<file path="src/rtl/aline_fire_scheduler.sv">
// A-line transmit scheduler: requests a delay reload, then fires a 32-bit pulse pattern on each
// enabled channel at its own delay, for a programmable number of A-lines per frame.
module aline_fire_scheduler #(
   parameter int unsigned GAP_CYCLES   = 16,
   parameter int unsigned LOAD_TIMEOUT = 255
) (
   input  logic        clk,
   input  logic        rst,
   input  logic        start,
   input  logic        abort,
   input  logic        intaking_configs,
   input  logic        updating_delays,
   input  logic [7:0]  channel_select,
   input  logic [4:0]  aline_select,
   input  logic [31:0] pulse_shape,
   input  logic [15:0] ch0delay,
   input  logic [15:0] ch1delay,
   input  logic [15:0] ch2delay,
   input  logic [15:0] ch3delay,
   input  logic [15:0] ch4delay,
   input  logic [15:0] ch5delay,
   input  logic [15:0] ch6delay,
   input  logic [15:0] ch7delay,
   output logic        rd_en,
   output logic [3:0]  which_aline,
   output logic [7:0]  pulse_out,
   output logic        busy,
   output logic        aline_done,
   output logic        frame_done,
   output logic        load_err
);

   localparam int unsigned WaitW = (LOAD_TIMEOUT < 2) ? 1 : $clog2(LOAD_TIMEOUT + 1);
   localparam int unsigned GapW  = (GAP_CYCLES < 2) ? 1 : $clog2(GAP_CYCLES + 1);

   typedef enum logic [2:0] {
      StIdle, StLoadReq, StLoadWait, StArm, StFire, StGap, StDone
   } state_e;

   state_e             state_q, state_d;
   logic [7:0]         sel_q, sel_d;
   logic [4:0]         cnt_q, cnt_d;
   logic [3:0]         which_q, which_d;
   logic               seen_q, seen_d;
   logic [WaitW-1:0]   wait_q, wait_d;
   logic [GapW-1:0]    gap_q, gap_d;
   logic [7:0][15:0]   dly_q, dly_d;
   logic [31:0]        shape_q, shape_d;
   logic [16:0]        end_q, end_d;
   logic [16:0]        t_q, t_d;
   logic               rd_en_q, rd_en_d;
   logic [7:0]         pulse_q, pulse_d;
   logic               busy_q, busy_d;
   logic               aline_done_q, aline_done_d;
   logic               frame_done_q, frame_done_d;
   logic               load_err_q, load_err_d;

   logic [7:0][15:0]   dly_in;
   logic [15:0]        max_dly;
   logic [4:0]         cnt_sel;

   assign dly_in = {ch7delay, ch6delay, ch5delay, ch4delay,
                    ch3delay, ch2delay, ch1delay, ch0delay};

   // Channel outputs for FIRE time t; each channel walks its pattern MSB first from its delay.
   function automatic logic [7:0] fire_bits(input logic [16:0]      t,
                                            input logic [31:0]      shape,
                                            input logic [7:0][15:0] dly,
                                            input logic [7:0]       sel);
      logic [16:0] off;
      fire_bits = '0;
      for (int i = 0; i < 8; i++) begin
         off = t - {1'b0, dly[i]};
         if (sel[i] && (t >= {1'b0, dly[i]}) && (off < 17'd32)) begin
            fire_bits[i] = shape[5'd31 - off[4:0]];
         end
      end
   endfunction

   always_comb begin
      max_dly = '0;
      for (int i = 0; i < 8; i++) begin
         if (sel_q[i] && (dly_in[i] > max_dly)) max_dly = dly_in[i];
      end
   end

   assign cnt_sel = (aline_select > 5'd16) ? 5'd16 : aline_select;

   always_comb begin
      state_d      = state_q;
      sel_d        = sel_q;
      cnt_d        = cnt_q;
      which_d      = which_q;
      seen_d       = seen_q;
      wait_d       = wait_q;
      gap_d        = gap_q;
      dly_d        = dly_q;
      shape_d      = shape_q;
      end_d        = end_q;
      t_d          = t_q;
      busy_d       = busy_q;
      rd_en_d      = 1'b0;
      pulse_d      = '0;
      aline_done_d = 1'b0;
      frame_done_d = 1'b0;
      load_err_d   = 1'b0;

      case (state_q)
         StIdle: begin
            if (start && !intaking_configs) begin
               sel_d   = channel_select;
               cnt_d   = cnt_sel;
               which_d = '0;
               busy_d  = 1'b1;
               if ((cnt_sel == 5'd0) || (channel_select == 8'd0)) begin
                  state_d = StDone;
               end else begin
                  state_d = StLoadReq;
                  rd_en_d = 1'b1;
               end
            end
         end
         StLoadReq: begin
            state_d = StLoadWait;
            seen_d  = 1'b0;
            wait_d  = '0;
         end
         StLoadWait: begin
            if (updating_delays) seen_d = 1'b1;
            if (!updating_delays && seen_q) begin
               state_d = StArm;
            end else if (32'(wait_q) + 32'd1 >= LOAD_TIMEOUT) begin
               load_err_d = 1'b1;
               busy_d     = 1'b0;
               state_d    = StIdle;
            end else begin
               wait_d = wait_q + WaitW'(1);
            end
         end
         StArm: begin
            dly_d   = dly_in;
            shape_d = pulse_shape;
            end_d   = {1'b0, max_dly} + 17'd32;
            t_d     = '0;
            // pulse_out is registered, so the t=0 value is prepared here from the live inputs.
            pulse_d = fire_bits(17'd0, pulse_shape, dly_in, sel_q);
            state_d = StFire;
         end
         StFire: begin
            t_d = t_q + 17'd1;
            if (t_q == end_q - 17'd1) begin
               aline_done_d = 1'b1;
               if ({1'b0, which_q} + 5'd1 == cnt_q) begin
                  state_d = StDone;
               end else begin
                  which_d = which_q + 4'd1;
                  if (GAP_CYCLES == 0) begin
                     state_d = StLoadReq;
                     rd_en_d = 1'b1;
                  end else begin
                     state_d = StGap;
                     gap_d   = '0;
                  end
               end
            end else begin
               pulse_d = fire_bits(t_q + 17'd1, shape_q, dly_q, sel_q);
            end
         end
         StGap: begin
            if (32'(gap_q) + 32'd1 >= GAP_CYCLES) begin
               state_d = StLoadReq;
               rd_en_d = 1'b1;
            end else begin
               gap_d = gap_q + GapW'(1);
            end
         end
         StDone: begin
            frame_done_d = 1'b1;
            busy_d       = 1'b0;
            state_d      = StIdle;
         end
         default: state_d = StIdle;
      endcase

      if (abort) begin
         state_d      = StIdle;
         busy_d       = 1'b0;
         rd_en_d      = 1'b0;
         pulse_d      = '0;
         aline_done_d = 1'b0;
         frame_done_d = 1'b0;
         load_err_d   = 1'b0;
      end
   end

   always_ff @(posedge clk) begin
      if (!rst) begin
         state_q      <= StIdle;
         sel_q        <= '0;
         cnt_q        <= '0;
         which_q      <= '0;
         seen_q       <= 1'b0;
         wait_q       <= '0;
         gap_q        <= '0;
         dly_q        <= '0;
         shape_q      <= '0;
         end_q        <= '0;
         t_q          <= '0;
         rd_en_q      <= 1'b0;
         pulse_q      <= '0;
         busy_q       <= 1'b0;
         aline_done_q <= 1'b0;
         frame_done_q <= 1'b0;
         load_err_q   <= 1'b0;
      end else begin
         state_q      <= state_d;
         sel_q        <= sel_d;
         cnt_q        <= cnt_d;
         which_q      <= which_d;
         seen_q       <= seen_d;
         wait_q       <= wait_d;
         gap_q        <= gap_d;
         dly_q        <= dly_d;
         shape_q      <= shape_d;
         end_q        <= end_d;
         t_q          <= t_d;
         rd_en_q      <= rd_en_d;
         pulse_q      <= pulse_d;
         busy_q       <= busy_d;
         aline_done_q <= aline_done_d;
         frame_done_q <= frame_done_d;
         load_err_q   <= load_err_d;
      end
   end

   assign rd_en       = rd_en_q;
   assign which_aline = which_q;
   assign pulse_out   = pulse_q;
   assign busy        = busy_q;
   assign aline_done  = aline_done_q;
   assign frame_done  = frame_done_q;
   assign load_err    = load_err_q;

endmodule

</file>
<file path="config.mk">
export PLATFORM = sky130hd
export DESIGN_NAME = aline_fire_scheduler
export DESIGN_NICKNAME = d
export VERILOG_FILES = /design/src/rtl/aline_fire_scheduler.sv
export SDC_FILE = /design/constraint.sdc
export NUM_CORES = 1
export LEC_CHECK = 0
export CORE_MARGIN = 2
export CORE_UTILIZATION = 55
export CTS_CLUSTER_SIZE = 25
export DETAILED_ROUTE_END_ITERATION = 12
export HOLD_SLACK_MARGIN = 0.1
export PLACE_DENSITY = 0.76
export SYNTH_ARGS = -nofsm -noshare
export SYNTH_HDL_FRONTEND = slang
export SYNTH_SLANG_ARGS = --single-unit
</file>
<file path="constraint.sdc">
create_clock -name clk -period 20.8 [get_ports clk]
set_input_delay 4.16 -clock clk [delete_from_list [all_inputs] [get_ports clk]]
set_output_delay 4.16 -clock clk [all_outputs]
set_load 0.02 [all_outputs]
</file>
# Word-level counts from Yosys, hierarchy flattened
# Cells that the tools add are included.
# Widths: inputs -> output; s select.
[word_totals] ff_bits=241 out_inout_bits=17 elab_cells=300
[op_classes] n_addsub=41 n_lt_le_gt_ge=59 n_eq_ne=18 muxes=92 bitwise=3 n_reduce_logical=63
[ops] op="$lt 17x6->1 const B" n=16
[ops] op="$ge 17x16->1" n=8
[ops] op="$sub 1x16->17 const A" n=8
[ops] op="$sub 17x16->17" n=8
[ops] op="$ge 1x16->1 const A" n=8
[ops] op="$mux 16" n=8
[ops] op="$gt 16x16->1" n=7
[ops] op="$lt 5x6->1 const B" n=16
[ops] op="$bmux 1 s5" n=16
[ops] op="$sub 5x5->5 const A" n=16
[ops] op="$logic_and 1x1->1" n=42
[ops] op="$mux 1" n=42
[ops] op="$pmux 17 s2" n=1
[ops] op="$pmux 8 s2" n=2
[ops] op="$mux 8" n=3
[ops] op="$mux 5" n=4
[ops] op="$mux 3" n=6
[ops] op="$ne 2x2->1 const B" n=9
[ops] op="$pmux 3 s6" n=1
[ops] op="$add 16x6->17 const B" n=1
[ops] op="$add 17x1->17 const B" n=1
[ops] op="$eq 17x17->1" n=1
[ops] op="$sub 17x1->17 const B" n=1
[ops] op="$gt 16x1->1 const B" n=1
[ops] op="other kinds (34)" n=50

# Depth between registers and ports, before layout
[logic_depth] depth_word=25 depth_mapped=107 depth_no_buf=96

# Least setup slack after synthesis
# OpenSTA, ideal clock, no wires.
[synth_timing] kind="in2reg" start="input port ch0delay[15]" end="register end_q[12]" setup_ns=0.137 arrival_time_ns=20.924 path_slack_ns=-0.261 cell_stages=96 path_buffers=14 cell_sequence="nor4_1 -> nand4_1 -> o31a_1 -> nand2_1 -> ha_1 -> nand4_1 -> o41a_1 -> nand2_1 -> clkbuf_1 -> clkbuf_1 -> nand3_1 -> o21ai_0 -> inv_1 -> ha_1 -> nand4_1 -> nor4_1 -> nor2_1 -> a31oi_1 -> [... 60 more ...] -> mux2i_1 -> ha_1 -> a21oi_1 -> o22ai_1 -> o21a_1 -> o21a_1 -> o21ai_0 -> nand2b_1 -> a21oi_1 -> o21ai_0 -> o311a_1 -> clkbuf_1 -> a211oi_1 -> o22ai_1 -> or3_1 -> buf_2 -> o31ai_1 -> o311ai_1"
[synth_between] elab_chain_len=25
[synth_rtl] item="start, declared" line_no="16" source="input logic [15:0] ch0delay,"
[synth_rtl] item="$gt 16x1->1" line_no="83" source="if (sel_q[i] && (dly_in[i] > max_dly)) max_dly = dly_in[i];"
[synth_rtl] item="$logic_and 1x1->1" line_no="83"
[synth_rtl] item="$mux 16 *" line_no="83"
[synth_rtl] item="$gt 16x16->1" line_no="83"
[synth_rtl] item="$logic_and 1x1->1" line_no="83"
[synth_rtl] item="$mux 16 *" line_no="83"
[synth_rtl] item="$gt 16x16->1" line_no="83"
[synth_rtl] item="$logic_and 1x1->1" line_no="83"
[synth_rtl] item="[... 9 more ...]"
[synth_rtl] item="$mux 16 *" line_no="83"
[synth_rtl] item="$gt 16x16->1" line_no="83"
[synth_rtl] item="$logic_and 1x1->1" line_no="83"
[synth_rtl] item="$mux 16 *" line_no="83"
[synth_rtl] item="$gt 16x16->1" line_no="83"
[synth_rtl] item="$logic_and 1x1->1" line_no="83"
[synth_rtl] item="$mux 16 *" line_no="83"
[synth_rtl] item="$add 16x6->17 *" line_no="143" source="end_d = {1'b0, max_dly} + 17'd32;"
[synth_rtl] item="end signal, assigned" line_no="225" source="end_q <= end_d;"
[synth_rtl] item="end, declared" line_no="49" source="logic [16:0] end_q, end_d;"
# Every way passes the cells marked *; elsewhere a longest branch is shown, timed or not.
# A chain may end at the register's enable or synchronous reset.

# Final worst setup path
[layout_timing] start="input port ch0delay[12]" end="register end_q[15]"
# Same word-level chain as after synthesis.

==> results.py <==
metrics = {
    "synth": {
        "ys_seq_area_frac": 0.196,
        "synth-seq-cells": 241,
        "synth_area_leaders": "dfxtp_1 (20%), mux4_2 (14%), ha_1 (12%)",
        "synth_top_cell_area_share": 0.196,
        "yosysMostFrequentCell": "nand2_1",
        "yosys.area.top_type": "dfxtp_1",
        "syn_area_sq_mm": 0.0246,
        "synth_fp_nets": 3477,
        "avgSynthCellArea_sq_um": 8.09,
        "synth_edf_count": 0,
        "yosysWarnings": 0,
        "synthFlopType": "dfxtp_1",
        "syn_inst": 3044,
        "synth_commonest_cells": "nand2_1 (452), a21oi_1 (314), inv_1 (277)",
        "ys_types": 78,
        "async_flop_share": 0,
    },
    "clocking": {
        "cts_hold_buf": 0,
        "h-tree-depth": 1,
        "cts_made_buffers": 30,
        "clk_latency_ns": 0.60,
        "cts_sinks": 241,
        "tritoncts": "done",
        "clk_path_buf_depth": 3,
        "root_buffer": "clkbuf_16",
        "clk_pin_slew_ns": 0.06,
    },
    "power": {
        "p_leak_nw": 11.3,
        "vdd_ir_drop_max_v": 0.0000606,
        "p_per_area_mw_per_mm2": 48.3,
    },
    "placed_design": {
        "port_buffers": 195,
        "place_inst": 3870,
        "dp_hpwl_microns": 71200,
        "gp_congestion": 1.02,
    },
    "setup_path": {
        "slowest_delay_ns": 0.56,
        "critPathSlowestCell": "or4_4",
        "cp_max_fo": 13,
        "critPathRequiredTime_ns": 21.25,
        "cp.arrival_ns": 20.38,
        "worstSetupEndpointType": "flip-flop",
        "worstSetupStartpointType": "input port",
        "critPathKind": "in2reg",
    },
    "floorplan": {
        "die_h_microns": 216,
        "rows": 77,
        "core_area_sq_mm": 0.0442,
        "io_pins": 196,
        "die-area_sq_mm": 0.0465,
        "die_w_microns": 216,
        "start_util": 0.557,
    },
    "cells_and_area": {
        "fin_cells": 3934,
        "multiInputGateArea_sq_mm": 0.0187,
        "nFillCells": 3692,
        "insertedDiodeCount": 0,
        "final_net_count": 3751,
        "fin_util": 0.674,
        "seq_area_sq_mm": 0.00482,
        "layout-drive-gt1-share": 0.154,
        "synthToLayoutAreaGrowth_pct": 20.9,
    },
    "timing": {
        "post-route-period-util": 0.958,
        "fin_worst_skew_ns": 0.0318,
        "slew_violations": 0,
        "tightest_slew_ns": 1.20,
        "finalHoldViolCount": 0,
        "slew_headroom": 0.202,
        "max_freq_mhz": 50.2,
        "setup_viol": 0,
        "period_needed_ns": 19.93,
    },
    "global_route": {
        "antenna_found_initial": 1,
        "grt_pass1_wl_microns": 143000,
        "grt_pass1_vias": 25100,
        "grt_max_degree": 109,
        "grt_usage": 0.398,
        "grt_overflow": 0,
    },
    "route": {
        "drtPass1Iterations": 6,
        "drcViolationCount": 0,
        "ant_nets": 0,
        "viasPerCell": 6.49,
        "wl_per_cell_microns": 24.1,
        "vias": 25600,
        "drtIter0Drc": 2576,
        "routed_wirelength_microns": 94900,
    },
    "flow_run": {
        "drv_cap": 0,
    },
    "outcome": {
        "status": "finished clean",
    },
    "worst_hold_path": {
        "hold_path_class": "reg2reg",
    },
}
==> metrics by stage <==
step / cell area [sq um] / power [mW] / hold slack, ns / worst slack (ns) / TNS, ns
detailed placement: 28200 / 0.854 / 0.446 / -0.547 / -4.35
finish: 29800 / 1.44 / 0.455 / 0.868 / 0
global placement: 28200 / 0.848 / 0.444 / 0.0678 / 0
CTS: 29300 / 1.41 / 0.455 / 0.0581 / 0
floorplan: 24600 / 0.679 / 0.436 / 0.0702 / 0
global route: 29800 / 1.48 / 0.472 / -0.0747 / -0.380
==> state kept, by name, indices dropped and copies added (netlist names) <==
signal,flops
end_q,17
frame_done,1
busy,1
aline_done,1
which_aline,4
dly_q,128
t_q,17
state_q,3
shape_q,32
rd_en,1
gap_q,5
wait_q,8
seen_q,1
cnt_q,5
pulse_out,8
load_err,1
sel_q,8
==> critical path: cells and delay by family <==
kind	cells	cell delay [ns]
AOI/OAI and AO/OA	37	6.52
and+or+nand+nor	22	3.57
buffers and inverters	14	2.34
adders and majority gates	7	1.97
muxes	5	1.75
==> what timing repair did <==
item,4_1_cts,5_1_grt
gates cloned,0,2
buffers inserted,0,6
gates resized for setup,1,100
endpoints found under the setup margin,1,17
pin swaps,0,30
==> power by group <==
| group | internal (mW) | total (mW) | switching, mW |
|---|---|---|---|
| sequential | 0.464 | 0.468 | 0.00410 |
| clock | 0.334 | 0.563 | 0.229 |
| combinational | 0.188 | 0.407 | 0.219 |
==> cell usage in the layout, fill, tap and decap left out, types with 57 or more instances in the layout <==
cell and instances:
clkdlybuf4s50_1 192, mux4_2 149, nor2_1 137, dfxtp_1 241
nand2_1 448, a21o_1 92, inv_1 276, buf_4 181
a21oi_1 302, xnor2_1 99, nand4_1 57, ha_1 240
o21ai_0 119, nand3_1 58
==> cell type report <==
class | instances | share of cell area
inverter | 279 | 0.0354
sequential | 241 | 0.162
timing repair buffer | 382 | 0.115
multi-input combinational | 2384 | 0.628
tap | 592 | 0.0249
clock inverter | 19 | 0.00760
clock buffer | 37 | 0.0278
==> kinds of logic (layout without fill, tap and decap cells) <==
logic type / after synthesis / count (layout) / share of synthesized area
adder cells (fa/ha/maj): 256 / 256 / 0.132
buffers and inverters: 419 / 717 / 0.0649
AO/OA/AOI/OAI: 720 / 720 / 0.180
XOR/XNOR: 156 / 156 / 0.0555
flip-flops: 241 / 241 / 0.196
multiplexers: 246 / 246 / 0.178
AND/OR/NAND/NOR: 1006 / 1006 / 0.194
==> routing by layer <==
layer / part of all wire / vias to the layer above / global-route usage
met2: 0.45 / 1473 / 0.641
met4: 0.060 / 2 / 0.207
met1: 0.38 / 12200 / 0.510
met5: 0.00013 / - / 0
li1: - / 11500 / -
met3: 0.11 / 373 / 0.0724
==> path summary, 6_finish.rpt <==
check                    start         to  slack [ns]  depth (start not counted)
setup / recovery  ch0delay[12]  end_q[15]        0.87                         85
hold / removal       dly_q[74]  dly_q[74]        0.46                          2
setup reg to reg      sel_q[0]  end_q[15]        4.58                         82
hold reg to reg      dly_q[74]  dly_q[74]        0.46                          2
No activity file was read; power rests on OpenSTA's default activity.
